### src/rtl/mcpu_core_if.sv
// -----------------------------------------------------------------------------
// mcpu_core_if -- instruction/data memory bus of the multi-cycle CPU core.
//
// Both memories use a req/ack handshake: the requester raises *_req and holds
// address/data stable until it sees *_ack high at a rising clock edge.
//
// Signals:
//   i_req   core -> ROM   instruction fetch request
//   i_addr  core -> ROM   fetch address (the program counter)
//   i_ack   ROM  -> core  fetch accepted, i_data valid this cycle
//   i_data  ROM  -> core  16-bit instruction word
//   d_req   core -> RAM   data access request
//   d_we    core -> RAM   1 = store, 0 = load (valid while d_req)
//   d_addr  core -> RAM   data address
//   d_wdata core -> RAM   store data
//   d_ack   RAM  -> core  access complete, d_rdata valid this cycle for loads
//   d_rdata RAM  -> core  load data
//
// Modports: master (core side), slave (memory side).
// -----------------------------------------------------------------------------
interface mcpu_core_if #(
  parameter int DATA_W = 8,
  parameter int PC_W   = 8
);
  logic              i_req;
  logic [PC_W-1:0]   i_addr;
  logic              i_ack;
  logic [15:0]       i_data;
  logic              d_req;
  logic              d_we;
  logic [DATA_W-1:0] d_addr;
  logic [DATA_W-1:0] d_wdata;
  logic              d_ack;
  logic [DATA_W-1:0] d_rdata;

  modport master (
    output i_req, i_addr, d_req, d_we, d_addr, d_wdata,
    input  i_ack, i_data, d_ack, d_rdata
  );

  modport slave (
    input  i_req, i_addr, d_req, d_we, d_addr, d_wdata,
    output i_ack, i_data, d_ack, d_rdata
  );
endinterface

### src/rtl/mcpu_core.sv
// -----------------------------------------------------------------------------
// mcpu_core -- multi-cycle 16-bit-instruction CPU core, 8 x DATA_W registers.
//
// States FETCH -> EXEC -> (MEM ->) FETCH, plus HALT. Instruction and data
// memories are reached through the req/ack bus in mcpu_core_if, so memories
// with wait states are supported.
//
// Parameters:
//   DATA_W  register / ALU / data-address width (>= 4)
//   PC_W    program counter / instruction-address width
//
// Ports:
//   clk      clock, all state changes on the rising edge
//   reset_l  asynchronous active-low reset
//   en_l     active-low run enable; a 1->0 transition resumes from HALT
//   bus      mcpu_core_if.master (instruction + data memory handshakes)
//   pc       current program counter
//   halted   core is in the HALT state
//   flags    {Z,N,C,V}; only present when MCPU_FLAGS_EN is defined
//
// Build option: define MCPU_FLAGS_EN to add the flag register, the flags
// port and the BC (BS=4) / BV (BS=5) branch conditions. Without it BS 4-7
// are never taken.
// -----------------------------------------------------------------------------
module mcpu_core #(
  parameter int DATA_W = 8,
  parameter int PC_W   = 8
) (
  input  logic            clk,
  input  logic            reset_l,
  input  logic            en_l,
  mcpu_core_if.master     bus,
  output logic [PC_W-1:0] pc,
  output logic            halted
`ifdef MCPU_FLAGS_EN
  ,
  output logic [3:0]      flags
`endif
);

  localparam logic [3:0] OP_ALU  = 4'd1;
  localparam logic [3:0] OP_ADDI = 4'd2;
  localparam logic [3:0] OP_LD   = 4'd3;
  localparam logic [3:0] OP_ST   = 4'd4;
  localparam logic [3:0] OP_BR   = 4'd5;
  localparam logic [3:0] OP_HALT = 4'd6;

  typedef enum logic [1:0] {ST_FETCH, ST_EXEC, ST_MEM, ST_HALT} state_t;

  state_t            state_reg;
  logic [PC_W-1:0]   pc_reg;
  logic [15:0]       ir_reg;
  logic              halted_reg;
  logic              en_prev_reg;
  logic              d_req_reg;
  logic              d_we_reg;
  logic [DATA_W-1:0] d_addr_reg;
  logic [DATA_W-1:0] d_wdata_reg;
`ifdef MCPU_FLAGS_EN
  logic [3:0]        flags_reg;
  logic [3:0]        flags_next;
`endif

  // Instruction fields
  logic [3:0] op;
  logic [2:0] dr, sa, sb, fs;
  assign op = ir_reg[15:12];
  assign dr = ir_reg[11:9];
  assign sa = ir_reg[8:6];
  assign sb = ir_reg[5:3];
  assign fs = ir_reg[2:0];

  // IMM/OFF sign-extended (or truncated) to the data and PC widths
  logic [DATA_W-1:0] imm_d;
  logic [PC_W-1:0]   imm_p;
  assign imm_d = DATA_W'($signed(ir_reg[5:0]));
  assign imm_p = PC_W'($signed(ir_reg[5:0]));

  // Register file: one register per generate slice, read asynchronously
  logic [DATA_W-1:0] rf_q [8];
  logic              rf_we;
  logic [DATA_W-1:0] rf_wdata;

  genvar gi;
  generate
    for (gi = 0; gi < 8; gi++) begin : g_rf
      logic [DATA_W-1:0] r_reg;
      always_ff @(posedge clk or negedge reset_l) begin
        if (!reset_l) r_reg <= '0;
        else if (rf_we && dr == 3'(gi)) r_reg <= rf_wdata;
      end
      assign rf_q[gi] = r_reg;
    end
  endgenerate

  logic [DATA_W-1:0] ra, rb, rd;
  assign ra = rf_q[sa];
  assign rb = rf_q[sb];
  assign rd = rf_q[dr];

  // ALU. ADDI reuses the ADD path with the immediate as B.
  // SUB is A + ~B + 1, so the carry out is the borrow-not.
  logic [DATA_W-1:0] alu_b, b_eff, sum, alu_res;
  logic [2:0]        alu_fs;
  logic              is_sub;
`ifdef MCPU_FLAGS_EN
  logic [DATA_W:0]   sum_full;
  logic              carry, ovf;
`endif

  always_comb begin
    alu_b  = (op == OP_ADDI) ? imm_d : rb;
    alu_fs = (op == OP_ADDI) ? 3'd0 : fs;
    is_sub = (alu_fs == 3'd1);
    b_eff  = is_sub ? ~alu_b : alu_b;
`ifdef MCPU_FLAGS_EN
    sum_full = {1'b0, ra} + {1'b0, b_eff} + {{DATA_W{1'b0}}, is_sub};
    sum      = sum_full[DATA_W-1:0];
    carry    = sum_full[DATA_W];
    ovf      = (ra[DATA_W-1] == b_eff[DATA_W-1]) && (sum[DATA_W-1] != ra[DATA_W-1]);
`else
    sum      = ra + b_eff + DATA_W'(is_sub);
`endif
    case (alu_fs)
      3'd0, 3'd1: alu_res = sum;
      3'd2:       alu_res = ra & alu_b;
      3'd3:       alu_res = ra | alu_b;
      3'd4:       alu_res = ra ^ alu_b;
      3'd5:       alu_res = ~ra;
      3'd6:       alu_res = ra << 1;
      default:    alu_res = ra >> 1;
    endcase
`ifdef MCPU_FLAGS_EN
    flags_next = {alu_res == '0, alu_res[DATA_W-1],
                  (alu_fs <= 3'd1) ? carry : 1'b0,
                  (alu_fs <= 3'd1) ? ovf : 1'b0};
`endif
  end

  // Branch condition, uses DR field as BS
  logic br_taken;
  always_comb begin
    case (dr)
      3'd0:    br_taken = (ra == '0);
      3'd1:    br_taken = (ra != '0);
      3'd2:    br_taken = ra[DATA_W-1];
      3'd3:    br_taken = 1'b1;
`ifdef MCPU_FLAGS_EN
      3'd4:    br_taken = flags_reg[1];
      3'd5:    br_taken = flags_reg[0];
`endif
      default: br_taken = 1'b0;
    endcase
  end

  logic [PC_W-1:0] pc_plus2, pc_target;
  assign pc_plus2  = pc_reg + PC_W'(2);
  assign pc_target = pc_plus2 + imm_p;

  // Register write-back: ALU/ADDI in EXEC, load data on the MEM ack edge
  always_comb begin
    rf_we    = 1'b0;
    rf_wdata = alu_res;
    if (state_reg == ST_EXEC && (op == OP_ALU || op == OP_ADDI)) begin
      rf_we = 1'b1;
    end else if (state_reg == ST_MEM && bus.d_ack && !d_we_reg) begin
      rf_we    = 1'b1;
      rf_wdata = bus.d_rdata;
    end
  end

  always_ff @(posedge clk or negedge reset_l) begin
    if (!reset_l) begin
      state_reg   <= ST_FETCH;
      pc_reg      <= '0;
      ir_reg      <= '0;
      halted_reg  <= 1'b0;
      en_prev_reg <= 1'b1;
      d_req_reg   <= 1'b0;
      d_we_reg    <= 1'b0;
      d_addr_reg  <= '0;
      d_wdata_reg <= '0;
`ifdef MCPU_FLAGS_EN
      flags_reg   <= '0;
`endif
    end else begin
      en_prev_reg <= en_l;
      case (state_reg)
        ST_FETCH: begin
          if (!en_l && bus.i_ack) begin
            ir_reg    <= bus.i_data;
            state_reg <= ST_EXEC;
          end
        end
        ST_EXEC: begin
          state_reg <= ST_FETCH;
          case (op)
            OP_ALU, OP_ADDI: begin
              pc_reg <= pc_plus2;
`ifdef MCPU_FLAGS_EN
              flags_reg <= flags_next;
`endif
            end
            OP_LD, OP_ST: begin
              d_req_reg   <= 1'b1;
              d_we_reg    <= (op == OP_ST);
              d_addr_reg  <= ra + imm_d;
              d_wdata_reg <= rd;
              state_reg   <= ST_MEM;
            end
            OP_BR: pc_reg <= br_taken ? pc_target : pc_plus2;
            OP_HALT: begin
              state_reg  <= ST_HALT;
              halted_reg <= 1'b1;
              // Forget the pre-halt enable history so a resume needs a
              // 1->0 transition seen entirely inside HALT.
              en_prev_reg <= 1'b0;
            end
            default: pc_reg <= pc_plus2;
          endcase
        end
        ST_MEM: begin
          if (bus.d_ack) begin
            d_req_reg <= 1'b0;
            pc_reg    <= pc_plus2;
            state_reg <= ST_FETCH;
          end
        end
        ST_HALT: begin
          if (en_prev_reg && !en_l) begin
            halted_reg <= 1'b0;
            pc_reg     <= pc_plus2;
            state_reg  <= ST_FETCH;
          end
        end
        default: state_reg <= ST_FETCH;
      endcase
    end
  end

  // Fetch request is combinational; gating with reset_l drops it at once
  // when reset is asserted mid-fetch.
  assign bus.i_req   = (state_reg == ST_FETCH) && !en_l && reset_l;
  assign bus.i_addr  = pc_reg;
  assign bus.d_req   = d_req_reg;
  assign bus.d_we    = d_we_reg;
  assign bus.d_addr  = d_addr_reg;
  assign bus.d_wdata = d_wdata_reg;
  assign pc          = pc_reg;
  assign halted      = halted_reg;
`ifdef MCPU_FLAGS_EN
  assign flags       = flags_reg;
`endif

endmodule

### src/flat_wrapper.sv
// flat-port wrapper written by rule: the top's interface ports become plain ports
module mcpu_core_flat 
#(
  parameter int DATA_W = 8,
  parameter int PC_W   = 8
)
  (clk, reset_l, en_l, pc, halted, bus_i_req, bus_i_addr, bus_d_req, bus_d_we, bus_d_addr, bus_d_wdata, bus_i_ack, bus_i_data, bus_d_ack, bus_d_rdata);
  mcpu_core_if #(.DATA_W(DATA_W), .PC_W(PC_W)) bus_i ();
  input  logic clk;
  input  logic reset_l;
  input  logic en_l;
  output logic [PC_W-1:0] pc;
  output logic halted;
  output wire logic [$bits(bus_i.i_req)-1:0] bus_i_req;
  output wire logic [$bits(bus_i.i_addr)-1:0] bus_i_addr;
  output wire logic [$bits(bus_i.d_req)-1:0] bus_d_req;
  output wire logic [$bits(bus_i.d_we)-1:0] bus_d_we;
  output wire logic [$bits(bus_i.d_addr)-1:0] bus_d_addr;
  output wire logic [$bits(bus_i.d_wdata)-1:0] bus_d_wdata;
  input wire logic [$bits(bus_i.i_ack)-1:0] bus_i_ack;
  input wire logic [$bits(bus_i.i_data)-1:0] bus_i_data;
  input wire logic [$bits(bus_i.d_ack)-1:0] bus_d_ack;
  input wire logic [$bits(bus_i.d_rdata)-1:0] bus_d_rdata;
  assign bus_i_req = bus_i.i_req;
  assign bus_i_addr = bus_i.i_addr;
  assign bus_d_req = bus_i.d_req;
  assign bus_d_we = bus_i.d_we;
  assign bus_d_addr = bus_i.d_addr;
  assign bus_d_wdata = bus_i.d_wdata;
  assign bus_i.i_ack = bus_i_ack;
  assign bus_i.i_data = bus_i_data;
  assign bus_i.d_ack = bus_d_ack;
  assign bus_i.d_rdata = bus_d_rdata;
  mcpu_core #(.DATA_W(DATA_W), .PC_W(PC_W)) u_core (.clk(clk), .reset_l(reset_l), .en_l(en_l), .bus(bus_i), .pc(pc), .halted(halted));
endmodule
### config.mk
export PLATFORM = sky130hd
export DESIGN_NAME = mcpu_core_flat
export DESIGN_NICKNAME = d
export VERILOG_FILES = /design/src/rtl/mcpu_core_if.sv /design/src/rtl/mcpu_core.sv /design/src/flat_wrapper.sv
export SDC_FILE = /design/constraint.sdc
export NUM_CORES = 1
export LEC_CHECK = 0
export ABC_AREA = 0
export ABC_CLOCK_PERIOD_IN_PS = 4100
export CORE_AREA = 10 10 174 95
export CTS_CLUSTER_DIAMETER = 200
export CTS_CLUSTER_SIZE = 12
export DETAILED_ROUTE_END_ITERATION = 8
export DIE_AREA = 0 0 184 105
export GPL_ROUTABILITY_DRIVEN = 0
export PLACE_DENSITY = 0.81
export SLEW_MARGIN = 5
export SYNTH_ARGS = -nofsm -noshare
export SYNTH_HDL_FRONTEND = slang
export SYNTH_SLANG_ARGS = --single-unit
### constraint.sdc
create_clock -name clk -period 4.1 [get_ports clk]
set_clock_uncertainty 0.05 [all_clocks]
set_input_delay 0.82 -clock clk [delete_from_list [all_inputs] [get_ports clk]]
set_output_delay 0.82 -clock clk [all_outputs]
set_load 0.01 [all_outputs]
# [Word-level counts from Yosys, hierarchy flattened]
# Index checks and enable logic that the tools add are counted.
[word_totals] ff_bits=110 input_bits=29 out_inout_bits=36 word_cells=132
[op_classes] add_sub_neg=5 n_lt_le_gt_ge=3 eq_ne=28 n_mux=36 bitwise=8 n_reduce_logical=35
[op_table] cell="8-bit 2-to-1 mux" n=13
[op_table] cell="8-bit binary-select mux with 3-bit select" n=3
[op_table] cell="8-bit case mux with 6 select lines" n=1
[op_table] cell="8-bit adder" n=3
[op_table] cell="8-bit case mux with 3 select lines" n=1
[op_table] cell="3-bit equality test (second input constant)" n=7
[op_table] cell="8-bit NOT" n=2
[op_table] cell="8-bit case mux with 2 select lines" n=1
[op_table] cell="1-bit logical AND" n=15
[op_table] cell="3-bit by 2-bit equality test with 1-bit output (second input constant)" n=4
[op_table] cell="4-bit by 3-bit equality test with 1-bit output (second input constant)" n=3
[op_table] cell="4-bit >= comparator (second input constant)" n=3
[op_table] cell="3-bit NOT with 4-bit output" n=3
[op_table] cell="3-bit AND reduction" n=3
[op_table] cell="8-bit by 1-bit adder with 8-bit output" n=1
[op_table] cell="8-bit by 2-bit adder with 8-bit output (second input constant)" n=1
[op_table] cell="8-bit bitwise AND" n=1
[op_table] cell="4-bit by 2-bit equality test with 1-bit output (second input constant)" n=2
[op_table] cell="8-bit zero test" n=1
[op_table] cell="1-bit 2-to-1 mux" n=8
[op_table] cell="2-bit inequality test (second input constant)" n=4
[op_table] cell="8-bit bitwise OR" n=1
[op_table] cell="2-bit case mux with 4 select lines" n=1
[op_table] cell="8-bit nonzero test" n=1
[op_table] cell="21 further kinds" n=32

# [Logic depth before layout (Yosys ltp)]
# Gate-level depths: netlist of the first run.
[depth] ltp_word=12 ltp_mapped=17 mapped_depth_nobuf=15

# [Worst setup path after synthesis of the first run]
# Ideal clock, no wire load.
[synth_path] path_kind="register to register" from="register u_core.ir_reg[12]" to="register u_core.g_rf[0].r_reg[6]" setup_ns=0.125 arrival_time_ns=3.645 t_required_ns=3.925 path_slack_ns=0.280 stages_incl_launch_ff=17 path_buffers=3 synth_period_minus_slack_ns=3.820 path_cell_list="dfrtp_1 buf_2 nor4b_1 buf_2 buf_1 nor2_1 a21oi_1 xor2_1 fa_1 a21o_1 a21oi_1 o21bai_1 a21oi_1 o311a_1 a22oi_1 mux2_2 mux2_2"
[synth_between] elab_chain_len=9 elab_cells_between_ends=26 classes_between="add/sub: 2; eq/ne: 8; mux: 7; bitwise: 4; reduce/logical: 5"
[synth_lines] item="from (decl)" line_no="mcpu_core.sv:52" source="logic [15:0] ir_reg;"
[synth_lines] item="from (signal assigned)" line_no="mcpu_core.sv:191" source="ir_reg <= bus.i_data;"
[synth_lines] item="4-bit by 2-bit equality test with 1-bit output" line_no="mcpu_core.sv:112, mcpu_core.sv:113, mcpu_core.sv:164"
[synth_lines] item="3-bit 2-to-1 mux / 8-bit 2-to-1 mux (equally long branches)" line_no="mcpu_core.sv:113, mcpu_core.sv:112"
[synth_lines] item="3-bit by 1-bit equality test with 1-bit output / 8-bit NOT (equally long branches)" line_no="mcpu_core.sv:114, mcpu_core.sv:124, mcpu_core.sv:115"
[synth_lines] item="8-bit 2-to-1 mux" line_no="mcpu_core.sv:115" source="b_eff = is_sub ? ~alu_b : alu_b;"
[synth_lines] item="8-bit adder" line_no="mcpu_core.sv:122" source="sum = ra + b_eff + DATA_W'(is_sub);"
[synth_lines] item="8-bit by 1-bit adder with 8-bit output" line_no="mcpu_core.sv:122"
[synth_lines] item="8-bit case mux with 6 select lines" line_no="mcpu_core.sv:124" source="case (alu_fs)"
[synth_lines] item="8-bit 2-to-1 mux" line_no="mcpu_core.sv:166" source="end else if (state_reg == ST_MEM && bus.d_ack && !d_we_reg) begin"
[synth_lines] item="8-bit 2-to-1 mux" line_no="mcpu_core.sv:164" source="if (state_reg == ST_EXEC && (op == OP_ALU || op == OP_ADDI)) begin"
[synth_lines] item="to (signal assigned)" line_no="mcpu_core.sv:90" source="else if (rf_we && dr == 3'(gi)) r_reg <= rf_wdata;"
[synth_lines] item="to (decl)" line_no="mcpu_core.sv:87" source="logic [DATA_W-1:0] r_reg;"
# Several ways; a longest one is shown, not always the timed one.
# A chain may end at the register's enable or synchronous reset.

# [Final worst setup path of the first run]
[layout_path] from="register u_core.ir_reg[3]" to="register u_core.g_rf[2].r_reg[1]"
[layout_between] elab_chain_len=12 elab_cells_between_ends=15 classes_between="add/sub: 2; mux: 8; bitwise: 5"
[layout_lines] item="3-bit NOT with 4-bit output (not written as such) (*)" line_no="mcpu_core.sv:98" source="assign rb = rf_q[sb];"
[layout_lines] item="8-bit binary-select mux with 3-bit select (*)" line_no="mcpu_core.sv:98"
[layout_lines] item="8-bit 2-to-1 mux (not written as such) (*) (2 in a row)" line_no="mcpu_core.sv:98"
[layout_lines] item="8-bit 2-to-1 mux (*)" line_no="mcpu_core.sv:112" source="alu_b = (op == OP_ADDI) ? imm_d : rb;"
[layout_lines] item="8-bit NOT" line_no="mcpu_core.sv:115"
[layout_lines] item="8-bit 2-to-1 mux" line_no="mcpu_core.sv:115"
[layout_lines] item="8-bit adder" line_no="mcpu_core.sv:122"
[layout_lines] item="8-bit by 1-bit adder with 8-bit output" line_no="mcpu_core.sv:122"
[layout_lines] item="8-bit case mux with 6 select lines (*)" line_no="mcpu_core.sv:124"
[layout_lines] item="8-bit 2-to-1 mux" line_no="mcpu_core.sv:166"
[layout_lines] item="8-bit 2-to-1 mux (*)" line_no="mcpu_core.sv:164"
[layout_lines] item="to (signal assigned)" line_no="mcpu_core.sv:90"
[layout_lines] item="to (decl)" line_no="mcpu_core.sv:87"
# Mark *: on every way between the ends. The rest lies on a longest branch, timed or not. The select of a mux whose other input is x is not followed.

==> metrics.md, run 1 <==
| Metric | Value |
|---|---|
| Cell Area, Synth | `7950 µm²` |
| XOR/XNOR Fraction of Synth Area | `3.51%` |
| Core area | `13400 µm²` |
| Final period util | `approximately 96%` |
| CTS sink cnt | `110` |
| Worst setup path end | `u_core.g_rf[2].r_reg[1]` |
| Post-synth EDFFs | `0` |
| Top FF cell, synth | `dfrtp_1` |
| Worst Setup End Kind | `flip-flop` |
| Post-route cell area | `9170 µm²` |
| Crit path buf inv count | `1` |
| Die width | `184 µm` |
| Ant diodes | `0` |
| CP cell instances | `mux4_2 -> mux2_2 -> o21ai_2 -> inv_1 -> o21ai_0 -> fa_2 -> a21oi_1 -> o21ai_0 -> o32ai_1 -> a21oi_1 -> mux2_2` |
| Top delay family on crit path | `compound AO/OA/AOI/OAI gates` |
| CTS tree | `built` |
| Worst Path Required | `around 4.3 ns` |
| Largest register FFs | `64` |
| Global-route usage over all layers | `between 20% and 30%` |
| Vias in the first global route | `6467` |
| Clk slew on worst S/H paths | `0.08 ns` |
| CP max FO | `8` |
| R2R cell count | `11` |
| Critical Path Source | `u_core.ir_reg[3]` |
| Setup TNS | `0 ns` |
| Synthesized area per cell | `roughly 11 µm²` |
| Bufs on Longest Clock Path | `2` |
| Most common cell after layout, fill and taps aside | `dfrtp_1` |
| Final min period | `~4 ns` |
| Synth Register Bits | `110` |
| Initial DRC Count | `1002` |
| Synth async-reset ratio | `100%` |
| Vias after detailed routing | `6564` |
| Synth Warn # | `0` |
| Status | `finished, final reports clean` |
| Post-synthesis mux area share | `approximately a quarter` |
| # setup viols final | `0` |
| Grt total ovfl | `0` |
| Max capacitance violation total | `0` |
| Initial Util | `59.5%` |
| Combinational family with the most area after synthesis | `multiplexers` |
| Post-DR wirelength/cell | `22.3 µm` |
| Layout cells sized above 1 | `a little under a quarter` |
| Core Util, Final | `just under 70%` |
| Final Max Slew Viols | `0` |
| Area of the multi-input gates | `4820 µm²` |
| Sequential area share after synthesis | `34.7%` |
| Residual DRC | `0` |
| Die area | `between 15000 and 20000 µm²` |
| Root buffer cell | `clkbuf_16` |
| R2R Setup Slk | `0.17 ns` |
| Post-route ant nets | `0` |
| Critical path type | `reg2reg` |
| Leading cell types in the layout, fill and taps excluded | `108 x dfrtp_1, 68 x nand2_1, 63 x mux2_2, 63 x clkdlybuf4s50_1, 60 x o21ai_0` |
| Worst slew margin | `45.2%` |
| Final worst-path setup slack | `roughly 0.17 ns` |
| Post-Place Cell Area | `~9000 µm²` |
| Least-Margin Pin Slew | `0.822 ns` |
| Via/cell ratio | `about 6.6` |
| Crit path max-delay cell type | `mux4_2` |
| Worst hold-check path type | `reg2reg` |
| Adder-cell share of the synthesized area | `approximately 7.4%` |
| Worst r2r src | `u_core.ir_reg[3]` |
| First-pass GRT wire length | `approximately 35 mm` |
| Levels on crit path | `11` |
| TritonCTS Buffers | `9` |
| Post-Route WL | `22.2 mm` |
| Register area | `2760 µm²` |
| Die H | `105 µm` |
| Syn_nets | `825` |
| I/O pin total | `65` |
| Nets | `roughly 890` |
| Fmax | `0.254 GHz` |
| Hold path cells | `2` |
| Buffers on Ports | `64` |
| FP Rows | `30` |
| Fin. Hold Viols | `0` |
| Arrival @ worst endpoint | `4.13 ns` |
| TritonRoute pass-1 iters | `5` |
| Worst r2r dst | `u_core.g_rf[2].r_reg[1]` |
| CP peak stage delay | `0.54 ns` |
| CP startpoint kind | `flip-flop` |
| Simple-Gate Fraction of Synth Area | `11.2%` |
| Post-cts hold buffer count | `0` |
| Initial antenna violation count | `0` |
| Post-synthesis cell type count | `72` |
| H-tree levels | `3` |
| Hpwl dp | `around 16 mm` |
| Fill cells | `943` |
| Synth Area in Compound Gates | `12.6%` |
| Largest net degree at the start of global routing | `57` |
| Area grow syn2layout | `15.4%` |
| Post-Syn Instances | `roughly 750` |
| Clk_lat worst skew | `0.37 ns` |
| Setup Slack @ Placement | `0.108 ns` |
routing by layer:
layer	vias to the layer above	wire length [µm]	track usage, %	share of wire, %
met5	-	0	0	0
met4	0	569	6.86	2.6
li1	2871	-	-	-
met2	425	10000	35.1	45
met3	55	2500	5.84	11
met1	3213	9060	30.8	41
synth_stat cells, types with 3 or more instances:
| cell | instances | area, µm² |
|---|---|---|
| nor2_1 | 43 | 161 |
| buf_2 | 8 | 40.0 |
| nor3_1 | 11 | 55.1 |
| xnor2_1 | 21 | 184 |
| mux4_1 | 4 | 105 |
| fa_1 | 3 | 60.1 |
| o21bai_1 | 5 | 37.5 |
| a22oi_1 | 9 | 67.6 |
| and3_1 | 5 | 31.3 |
| buf_1 | 4 | 15.0 |
| dfrtp_1 | 109 | 2730 |
| buf_6 | 4 | 45.0 |
| xor2_1 | 9 | 78.8 |
| mux2_1 | 3 | 33.8 |
| a21o_1 | 4 | 30.0 |
| nor3b_1 | 5 | 37.5 |
| nor4_1 | 3 | 18.8 |
| mux2i_1 | 22 | 220 |
| nand2_1 | 68 | 255 |
| nand4_1 | 3 | 18.8 |
| a211oi_1 | 3 | 22.5 |
| and2_1 | 4 | 25.0 |
| a21oi_1 | 45 | 225 |
| o21ai_1 | 4 | 20.0 |
| nand2b_1 | 10 | 62.6 |
| ha_1 | 42 | 526 |
| nand3b_1 | 4 | 30.0 |
| nand3_1 | 11 | 55.1 |
| o21ai_0 | 60 | 300 |
| mux2_2 | 63 | 709 |
| o32ai_1 | 4 | 35.0 |
| inv_1 | 34 | 128 |
| mux4_2 | 42 | 946 |
| nor2b_1 | 4 | 25.0 |
| clkbuf_1 | 26 | 97.6 |
| buf_4 | 8 | 60.1 |
per-stage QoR:
stage,hold WS (ns),std cells
floorplan,0.425,751
global placement,0.412,978
detailed placement,0.422,978
CTS,0.439,994
global route,0.457,995
finish,0.430,995
timing repair:
item                       4_1_cts  5_1_grt
buffers inserted                 0        1
resized for setup                0        8
setup endpoints to repair        0       48
final cells by class:
cell class / instances / area share, %
flip-flops and latches: 110 / 30.0
inverters: 34 / 1.39
multi-input cells: 555 / 52.5
well taps: 176 / 2.40
clock buffers: 9 / 2.45
clock inverters: 7 / 0.955
repair buffers: 104 / 10.3
tightest hold or removal path: stages (launching register included):
cell	delay, ns
dfrtp_1	0.35
nand2_1	0.05
o21ai_0	0.06
cells by family after synthesis:
family          after synthesis
xor+xnor                     31
flops                       110
buf+inv                      86
mux                         135
compound gates              161
fa+ha+maj                    45
simple gates                183
worst min path at each step:
stage,from,endpoint,slack [ns]
6_report,u_core.bus.d_addr[2],u_core.bus.d_addr[2],0.43
2_1_floorplan,u_core.g_rf[6].r_reg[4],u_core.g_rf[6].r_reg[4],0.42
5_1_grt,u_core.bus.d_addr[6],u_core.bus.d_addr[6],0.46
3_3_place_gp,u_core.bus.d_wdata[4],u_core.bus.d_wdata[4],0.41
4_1_cts,u_core.bus.d_addr[4],u_core.bus.d_addr[4],0.44
3_5_place_dp,u_core.bus.d_addr[4],u_core.bus.d_addr[4],0.42
Power of run 1 is left out: the tool's default activity adds up to more than one toggle a clock period on the data nets, which glitch-free logic cannot reach.
==> run 2: changes to the inputs <==
--- a/config.mk
+++ b/config.mk
@@ -12,9 +12,10 @@
 export CTS_CLUSTER_SIZE = 12
 export DETAILED_ROUTE_END_ITERATION = 8
 export DIE_AREA = 0 0 184 105
+export DONT_BUFFER_PORTS = 1
 export GPL_ROUTABILITY_DRIVEN = 0
-export PLACE_DENSITY = 0.81
-export SLEW_MARGIN = 5
+export PLACE_DENSITY = 0.75
+export SLEW_MARGIN = 20
 export SYNTH_ARGS = -nofsm -noshare
 export SYNTH_HDL_FRONTEND = slang
 export SYNTH_SLANG_ARGS = --single-unit
==> run 2 against run 1 <==
Against the previous run: sequential share of layout area rose by 2.2 points; via count fell by 6.9%; routed wire length fell by 7.2%; hold slack got worse by 0.33 ns; sequential cell count did not move; die area did not move; setup slack improved by 0.00066 ns; first-iteration DRC count fell by 38%; utilization fell by 4.7 points; global-route usage fell by 1.3 points; final cell count fell by 6.2%.
==> metrics.md, run 2 (synthesis results as in run 1) <==
| Metric | Value |
|---|---|
| Max capacitance violation total | `0 (unchanged)` |
| R2R Setup Slk | `0.17 ns (about the same)` |
| Unrepaired setup endpoints after global routing | `no` |
| CTS sink cnt | `110 (unchanged)` |
| Worst Setup End Kind | `flip-flop` |
| I/O pin total | `65 (unchanged)` |
| Worst r2r src | `u_core.ir_reg[3]` |
| Core area | `13400 µm² (unchanged)` |
| Clk_lat worst skew | `0.36 ns (about the same)` |
| Vias after detailed routing | `6109 (-6.9%)` |
| Most used cell, CP | `a21oi_1` |
| Root buffer cell | `clkbuf_16` |
| Die width | `184 µm (unchanged)` |
| Worst hold-check path type | `in2async` |
| Largest register FFs | `64 (unchanged)` |
| Global-route usage over all layers | `21.5% (-1.3 points)` |
| Vias in the first global route | `5908 (-8.6%)` |
| CP max FO | `16 (+8)` |
| Initial DRC Count | `617 (-38%)` |
| H-tree levels | `3 (unchanged)` |
| Least-Margin Pin Slew | `1.10 ns (+0.280 ns)` |
| Largest net degree at the start of global routing | `112 (+96%)` |
| Critical path type | `reg2reg` |
| Residual DRC | `0 (unchanged)` |
| Post-cts hold buffer count | `0 (unchanged)` |
| Worst setup path end | `u_core.g_rf[1].r_reg[6]` |
| TritonCTS Buffers | `9 (unchanged)` |
| TritonRoute pass-1 iters | `6 (+1)` |
| Fmax | `0.255 GHz (about the same)` |
| Arrival @ worst endpoint | `4.13 ns (about the same)` |
| Fin. Hold Viols | `0 (unchanged)` |
| FP Rows | `30 (unchanged)` |
| R2R cell count | `15 (+4)` |
| # setup viols final | `0 (unchanged)` |
| CTS tree | `built` |
| Final period util | `95.8% (about the same)` |
| Clk slew on worst S/H paths | `0.08 ns (about the same)` |
| Number of cells after detailed placement | `910 (-7.0%)` |
| Nets | `826 (-7.0%)` |
| Worst slew margin | `26.5% (-19 points)` |
| Post-route ant nets | `0 (unchanged)` |
| Worst r2r dst | `u_core.g_rf[1].r_reg[6]` |
| CP peak stage delay | `0.51 ns (-0.03 ns)` |
| Ant diodes | `0 (unchanged)` |
| Critical Path Source | `u_core.ir_reg[3]` |
| Final Max Slew Viols | `0 (unchanged)` |
| First-pass GRT wire length | `33.2 mm (-6.3%)` |
| Worst Path Required | `4.30 ns (about the same)` |
| Post-DR wirelength/cell | `22.1 µm (-0.99%)` |
| Buffers on Ports | `0 (-100%)` |
| Initial Util | `59.5% (unchanged)` |
| Hpwl dp | `14.6 mm (-8.5%)` |
| Grt total ovfl | `0 (unchanged)` |
| Post-Route WL | `20.6 mm (-7.2%)` |
| Leading cell types in the layout, fill and taps excluded | `108 x dfrtp_1, 68 x nand2_1, 62 x mux2_2, 60 x o21ai_0, 44 x a21oi_1` |
| Area grow syn2layout | `7.61%` |
| Most common cell after layout, fill and taps aside | `dfrtp_1` |
| Die area | `19300 µm² (unchanged)` |
| Layout cells sized above 1 | `24.2% (+1.5 points)` |
| Final min period | `3.93 ns (-0.000659 ns)` |
| CP cell instances | `buf_12 -> mux4_2 -> mux2i_1 -> nor2_1 -> a21oi_1 -> xor2_1 -> fa_1 -> a21o_1 -> a21oi_2 -> o21bai_1 -> a21oi_1 -> o311a_1 -> a22oi_1 -> mux2_4 -> mux2_2` |
| Fill cells | `997 (+5.7%)` |
| Post-Layout Cell Count | `933 (-6.2%)` |
| Crit path max-delay cell type | `mux4_2` |
| CP startpoint kind | `flip-flop` |
| Die H | `105 µm (unchanged)` |
| Status | `finished, final reports clean` |
| Initial antenna violation count | `0 (unchanged)` |
| Setup TNS | `0 ns (unchanged)` |
| Bufs on Longest Clock Path | `2 (unchanged)` |
| Via/cell ratio | `6.55 (-0.75%)` |
-- run 2: worst min-delay path by stage --
stage | slack, ns | to | start | depth (start not counted)
4_1_cts | 0.09 | u_core.g_rf[2].r_reg[7] | reset_l | 0
2_1_floorplan | 0.42 | u_core.g_rf[6].r_reg[4] | u_core.g_rf[6].r_reg[4] | 2
6_report | 0.1 | u_core.g_rf[2].r_reg[7] | reset_l | 0
3_3_place_gp | 0.46 | u_core.g_rf[4].r_reg[4] | u_core.g_rf[4].r_reg[4] | 2
5_1_grt | 0.08 | u_core.g_rf[5].r_reg[5] | reset_l | 0
3_5_place_dp | 0.48 | u_core.g_rf[5].r_reg[7] | reset_l | 0
-- run 2: layout make-up --
type / count / area, µm² / share of cell area [%]
multi-input combinational: 555 / 4810 / 56.3
sequential: 110 / 2760 / 32.2
timing repair buffer: 42 / 344 / 4.02
clock buffer: 10 / 229 / 2.68
tap: 176 / 220 / 2.58
inverter: 34 / 128 / 1.49
clock inverter: 6 / 62.6 / 0.732
-- run 2: layer usage --
layer	global-route usage (%)	vias to the layer above	share of wire (%)
met5	0	-	0
met4	5.87	0	2.1
met3	5.12	44	8.7
met2	32.7	308	45
met1	29.8	3007	44
li1	-	2750	-
-- run 2: repair_timing --
item                                    CTS  global route
gates resized for setup                   0             5
setup buffers                             0             6
endpoints found under the setup margin    0            24
-- run 2: stage by stage --
| step | instance area (µm²) | hold slack, ns | utilization (%) | worst slack, ns |
|---|---|---|---|---|
| 6_report | 8550 | 0.0987 | 64.0 | 0.171 |
| 5_1_grt | 8550 | 0.0785 | 64.0 | 0.0195 |
| 4_1_cts | 8470 | 0.0901 | 63.4 | 0.0330 |
| 3_5_place_dp | 8180 | 0.479 | 61.2 | 0.0451 |
| 3_3_place_gp | 8180 | 0.456 | 61.2 | 0.191 |
| 2_1_floorplan | 7950 | 0.425 | - | 0.280 |
-- run 2: worst max-delay path: cells and delay by family (launching register included) --
kind / cells / cell delay, ns
muxes: 4 / 1.24
adders and majority gates: 1 / 0.45
DFF: 1 / 0.40
and+or+nand+nor: 1 / 0.06
AOI/OAI and AO/OA: 7 / 1.24
buffers and inverters: 1 / 0.18
xor gates and xnor gates: 1 / 0.18
Power of run 2 is left out for the same reason.
==> patch 1, RTL diff (flow settings as in run 1) <==
`PC_W` is set to 8 in 3 places; all go to 12.
--- a/src/rtl/mcpu_core_if.sv
+++ b/src/rtl/mcpu_core_if.sv
@@ -21,5 +21,5 @@
 interface mcpu_core_if #(
   parameter int DATA_W = 8,
-  parameter int PC_W   = 8
+  parameter int PC_W   = 12
 );
   logic              i_req;
--- a/src/rtl/mcpu_core.sv
+++ b/src/rtl/mcpu_core.sv
@@ -25,5 +25,5 @@
 module mcpu_core #(
   parameter int DATA_W = 8,
-  parameter int PC_W   = 8
+  parameter int PC_W   = 12
 ) (
   input  logic            clk,
--- a/src/flat_wrapper.sv
+++ b/src/flat_wrapper.sv
@@ -3,5 +3,5 @@
 #(
   parameter int DATA_W = 8,
-  parameter int PC_W   = 8
+  parameter int PC_W   = 12
 )
   (clk, reset_l, en_l, pc, halted, bus_i_req, bus_i_addr, bus_d_req, bus_d_we, bus_d_addr, bus_d_wdata, bus_i_ack, bus_i_data, bus_d_ack, bus_d_rdata);
Ports: changed (resized bus_i_addr and pc); port bits go from 65 to 73. The function was not compared with the original's and may differ.
==> patch 1 against run 1 <==
Largest cell class unchanged; final area rose by 11%; sequential share of layout area fell by 2.1 points; global-route usage rose by 3.7 points; synthesized cell count rose by 10%; worst setup slack got worse by 0.018 ns; sequential cell count rose by 4; critical path depth rose by 2; via count rose by 12%; synthesized area rose by 9.2%; fmax fell by 0.46%; wire length rose by 14%.
==> patch 1: results (changes against run 1) <==
[run_status] status completed [unchanged]
[worst_setup_path] slowest stage cell, crit path sky130_fd_sc_hd__dfrtp_1 [was sky130_fd_sc_hd__mux4_2]
[final_layout] total number of nets in the final design 978 [was 888]
[global_route] met3 track demand over resource in global routing 0.0937 [was 0.0584]
[global_route] maximum number of pins on one net before global-route repair 68 [was 57]
[logic_synthesis] post-synth cell types 77 [was 72]
[logic_synthesis] fraction of the mapped netlist area in compound gates 0.135 [was 0.126]
[global_route] All-Layer GR Usage 0.265 [was 0.228]
[drt] sum of met3 wire segment lengths after detailed routing 2980 um [was 2500 um]
[drt] drt pass-1 iters 6 [was 5]
[placement] instance area at placement 9620 sq um [was 8830 sq um]
[drt] met2 wire length 11,500 um [was 10,000 um]
[worst_setup_path] delay of the slowest cell on the worst path 0.66 ns [was 0.54 ns]
[worst_setup_path] maximum net fanout on the critical path 17 [was 8]
[logic_synthesis] proportion of synthesized chip area in sequential cells 0.329 [was 0.347]
[worst_hold_path] hold_sp u_core.bus.d_addr[7] [was u_core.bus.d_addr[2]]
[final_layout] core utilization of the finished layout 0.765 [was 0.687]
[placement] detailed-placement wirelength estimate 17,500 um [was 16,000 um]
[logic_synthesis] adder and majority gate portion of the synthesized area 0.0732 [was 0.0737]
[global_route] wire length of the first global-routing pass 40,600 um [was 35,500 um]
[logic_synthesis] mux share of post-synthesis cell area 0.255 [about the same]
[drt] WL final 25,400 um [was 22,200 um]
[worst_hold_path] worst hold path endpoint u_core.bus.d_addr[7] [was u_core.bus.d_addr[2]]
[global_route] GRT met1 Usage 0.333 [was 0.308]
[clock_tree] Worst-Skew Late Latency 0.43 ns [was 0.37 ns]
[drt] average wire length per cell after detail routing 23.3 um [was 22.3 um]
[final_layout] share of post-route cells with drive strength above 1 0.230 [was 0.227]
[sta] worst slack on hold paths 0.432 ns [was 0.430 ns]
[worst_setup_path] arrival time of the worst setup path 4.19 ns [was 4.13 ns]
[logic_synthesis] synthesized instance count 826 [was 751]
[clock_tree] Num CTS Buffers 17 [was 9]
[clock_tree] count of instances resized after the clock tree is built 1 [was 0]
[sta] actual transition at the worst max-transition pin 1.11 ns [was 0.822 ns]
[sta] time the worst path needs with I/O delays and setup 3.95 ns [was 3.93 ns]
[worst_setup_path] cell depth of the worst flop-to-flop path 13 [was 11]
[worst_setup_path] endpoint of the lowest-slack register-to-register path u_core.g_rf[7].r_reg[4] [was u_core.g_rf[2].r_reg[1]]
[placement] worst slack at placement 0.165 ns [was 0.108 ns]
[clock_tree] H-tree levels 4 [was 3]
[logic_synthesis] top cell types by occurrence after synthesis 113 x sky130_fd_sc_hd__dfrtp_1, 70 x sky130_fd_sc_hd__nand2_1, 66 x sky130_fd_sc_hd__mux2_2 [was 109 x sky130_fd_sc_hd__dfrtp_1, 68 x sky130_fd_sc_hd__nand2_1, 63 x sky130_fd_sc_hd__mux2_2]
[worst_setup_path] worst reg2reg startpoint u_core.ir_reg[8] [was u_core.ir_reg[3]]
-- patch 1: cell types whose count changed in the layout (fill, tap and decap cells not counted), moves of 4 or more --
cell / run 1 / this run
sky130_fd_sc_hd__o21ai_0: 60 / 46
sky130_fd_sc_hd__inv_1: 34 / 46
sky130_fd_sc_hd__a21oi_1: 43 / 32
sky130_fd_sc_hd__o21ai_1: 3 / 13
sky130_fd_sc_hd__o31ai_1: 2 / 11
sky130_fd_sc_hd__xnor2_1: 21 / 30
sky130_fd_sc_hd__clkbuf_16: 9 / 17
sky130_fd_sc_hd__clkdlybuf4s50_1: 63 / 71
sky130_fd_sc_hd__nor3_1: 11 / 18
sky130_fd_sc_hd__inv_6: 0 / 6
sky130_fd_sc_hd__ha_1: 42 / 46
sky130_fd_sc_hd__nor2_1: 43 / 47
-- patch 1: area by class of cell --
type,count,area share
multi-input combinational,610,0.526
sequential,114,0.279
timing repair buffer,109,0.0974
clock buffer,17,0.0416
tap,176,0.0215
inverter,48,0.0176
clock inverter,15,0.0161
==> patch 2, RTL diff (config.mk and constraints of run 1) <==
Without the edit above. Reset style: synchronous (`reset_l`), changed in 2 clocked blocks. Comments in the files are not updated.
--- a/src/rtl/mcpu_core.sv
+++ b/src/rtl/mcpu_core.sv
@@ -86,5 +86,5 @@
     for (gi = 0; gi < 8; gi++) begin : g_rf
       logic [DATA_W-1:0] r_reg;
-      always_ff @(posedge clk or negedge reset_l) begin
+      always_ff @(posedge clk) begin
         if (!reset_l) r_reg <= '0;
         else if (rf_we && dr == 3'(gi)) r_reg <= rf_wdata;
@@ -170,5 +170,5 @@
   end
 
-  always_ff @(posedge clk or negedge reset_l) begin
+  always_ff @(posedge clk) begin
     if (!reset_l) begin
       state_reg   <= ST_FETCH;
Function: differs if reset_l is asserted again (counterexample within 4 cycles, from zero or initial values and one cycle with reset_l low); with reset_l held inactive, the same outputs for 4 cycles.
==> patch 2 against run 1 <==
Worst setup slack worse by 0.0080 ns; synthesized area decreased by 1.5%; final area is 1.6% lower; sequential cell count unchanged; core utilization fell by 1.1 points; non-clock buffer count up 6; synthesized cell count up 15%; critical path depth grew 2; die area stayed put; wire length is 4.9% higher; via count is 10% higher; critical endpoint is now u_core.g_rf[0].r_reg[6]; largest cell class unchanged.
Power is left out: it rests on default switching activity, and per cell area and clock period it moved more than threefold.
==> patch 2: results (changes against run 1) <==
[logic_synthesis] proportion of synthesized chip area in sequential cells 0.281 [was 0.347]
[logic_synthesis] synth top area cells sky130_fd_sc_hd__dfxtp_1 28%, sky130_fd_sc_hd__mux4_2 11%, sky130_fd_sc_hd__ha_1 6.7% [was sky130_fd_sc_hd__dfrtp_1 34%, sky130_fd_sc_hd__mux4_2 12%, sky130_fd_sc_hd__mux2_2 8.9%]
[drt] routed via count 7,252 [was 6,564]
[drt] average wire length per cell after detail routing 21.0 um [was 22.3 um]
[global_route] wire length of the first global-routing pass 37,300 um [was 35,500 um]
[logic_synthesis] synthesized instance count 866 [was 751]
[final_layout] total number of nets in the final design 999 [was 888]
[worst_setup_path] cell depth of the worst flop-to-flop path 13 [was 11]
[global_route] vias in the first global route 7,005 [was 6,467]
[logic_synthesis] yosys warns 0 [unchanged]
[final_layout] fillers 990 [was 943]
[logic_synthesis] share of flip-flops with an asynchronous set or reset after synthesis 0 [was 1.00]
[global_route] initial antenna violation count 0 [unchanged]
[worst_setup_path] delay of the slowest cell on the worst path 0.70 ns [was 0.54 ns]
[sta] slew margin rel. 0.397 [was 0.452]
[global_route] maximum number of pins on one net before global-route repair 116 [was 57]
[placement] detailed-placement wirelength estimate 16,900 um [was 16,000 um]
[worst_setup_path] endpoint of the lowest-slack register-to-register path u_core.g_rf[0].r_reg[6] [was u_core.g_rf[2].r_reg[1]]
[drt] first-iteration detailed-routing DRC count 867 [was 1,002]
[worst_hold_path] hold_sp u_core.bus.i_addr[7] [was u_core.bus.d_addr[2]]
[logic_synthesis] post-synth cell types 68 [was 72]
[drt] drt pass-1 iters 6 [was 5]
[worst_setup_path] arrival time of the worst setup path 4.14 ns [was 4.13 ns]
[worst_setup_path] worst reg2reg startpoint u_core.ir_reg[12] [was u_core.ir_reg[3]]
[worst_setup_path] cell family with the largest share of critical-path delay compound AO/OA/AOI/OAI gates [unchanged]
[logic_synthesis] top cell types by occurrence after synthesis 123 x sky130_fd_sc_hd__nand2_1, 110 x sky130_fd_sc_hd__dfxtp_1, 61 x sky130_fd_sc_hd__o21ai_0 [was 109 x sky130_fd_sc_hd__dfrtp_1, 68 x sky130_fd_sc_hd__nand2_1, 63 x sky130_fd_sc_hd__mux2_2]
[worst_hold_path] worst hold path endpoint u_core.bus.i_addr[7] [was u_core.bus.d_addr[2]]
[run_status] status completed [unchanged]
[final_layout] share of post-route cells with drive strength above 1 0.135 [was 0.227]
[worst_setup_path] slowest stage cell, crit path sky130_fd_sc_hd__or4b_2 [was sky130_fd_sc_hd__mux4_2]
[patch 2: cell types whose count changed in the layout (fill, tap and decap cells not counted), sizes merged, moves of 11 or more]
| cell | before | now |
|---|---|---|
| nand2 | 68 | 123 |
| a21boi | 0 | 28 |
| dfxtp | 0 | 110 |
| o211a | 0 | 26 |
| mux2 | 67 | 2 |
| mux2i | 22 | 33 |
| nor2b | 4 | 25 |
| dfrtp | 109 | 0 |
[patch 2: stage by stage]
stage	hold slack, ns	cell area, sq um	std cells	utilization	setup slack, ns
6_report	0.446	9030	1106	0.676	0.163
5_1_grt	0.460	9030	1106	0.676	0.0198
4_1_cts	0.444	9020	1106	0.675	0.152
3_5_place_dp	0.433	8720	1090	0.653	0.167
3_3_place_gp	0.419	8720	1090	0.653	0.324
2_1_floorplan	0.410	7830	866	-	0.0426
[patch 2: cells by family after synthesis]
kind of cell,count (synthesis),synth area share
simple gates,261,0.157
compound gates,236,0.202
flops,110,0.281
buf+inv,100,0.0593
mux,83,0.191
fa+ha+maj,45,0.0748
xor+xnor,31,0.0347
[patch 2: final cells by class]
class                      count  area share
multi-input combinational    656       0.572
tap                          176      0.0244
clock inverter                 7     0.00832
sequential                   110       0.244
inverter                      38      0.0158
timing repair buffer         110       0.110
clock buffer                   9      0.0249
[patch 2: worst max-delay path by stage]
stage | start | to | slack (ns) | cells past startpoint
3_3_place_gp | u_core.ir_reg[4] | u_core.g_rf[6].r_reg[6] | 0.32 | 13
5_1_grt | u_core.ir_reg[12] | u_core.g_rf[0].r_reg[6] | 0.02 | 13
6_report | u_core.ir_reg[12] | u_core.g_rf[0].r_reg[6] | 0.16 | 13
2_1_floorplan | u_core.ir_reg[3] | u_core.g_rf[0].r_reg[6] | 0.04 | 15
4_1_cts | u_core.ir_reg[4] | u_core.g_rf[0].r_reg[6] | 0.15 | 13
3_5_place_dp | u_core.ir_reg[4] | u_core.g_rf[0].r_reg[6] | 0.17 | 13
[patch 2: routing by layer]
layer  track usage  share of wire
met2         0.359           0.44
met5             0              0
met3        0.0612           0.12
met1         0.312           0.41
met4        0.0983          0.034
[patch 2: worst reg2reg max path, delay by kind of cell, from the launching register on]
family | cells | cell delay, ns
AO/OA/AOI/OAI | 7 | 1.63
XOR/XNOR | 2 | 0.24
adder cells (fa/ha/maj) | 1 | 0.44
flip-flops | 1 | 0.40
AND/OR/NAND/NOR | 3 | 1.07
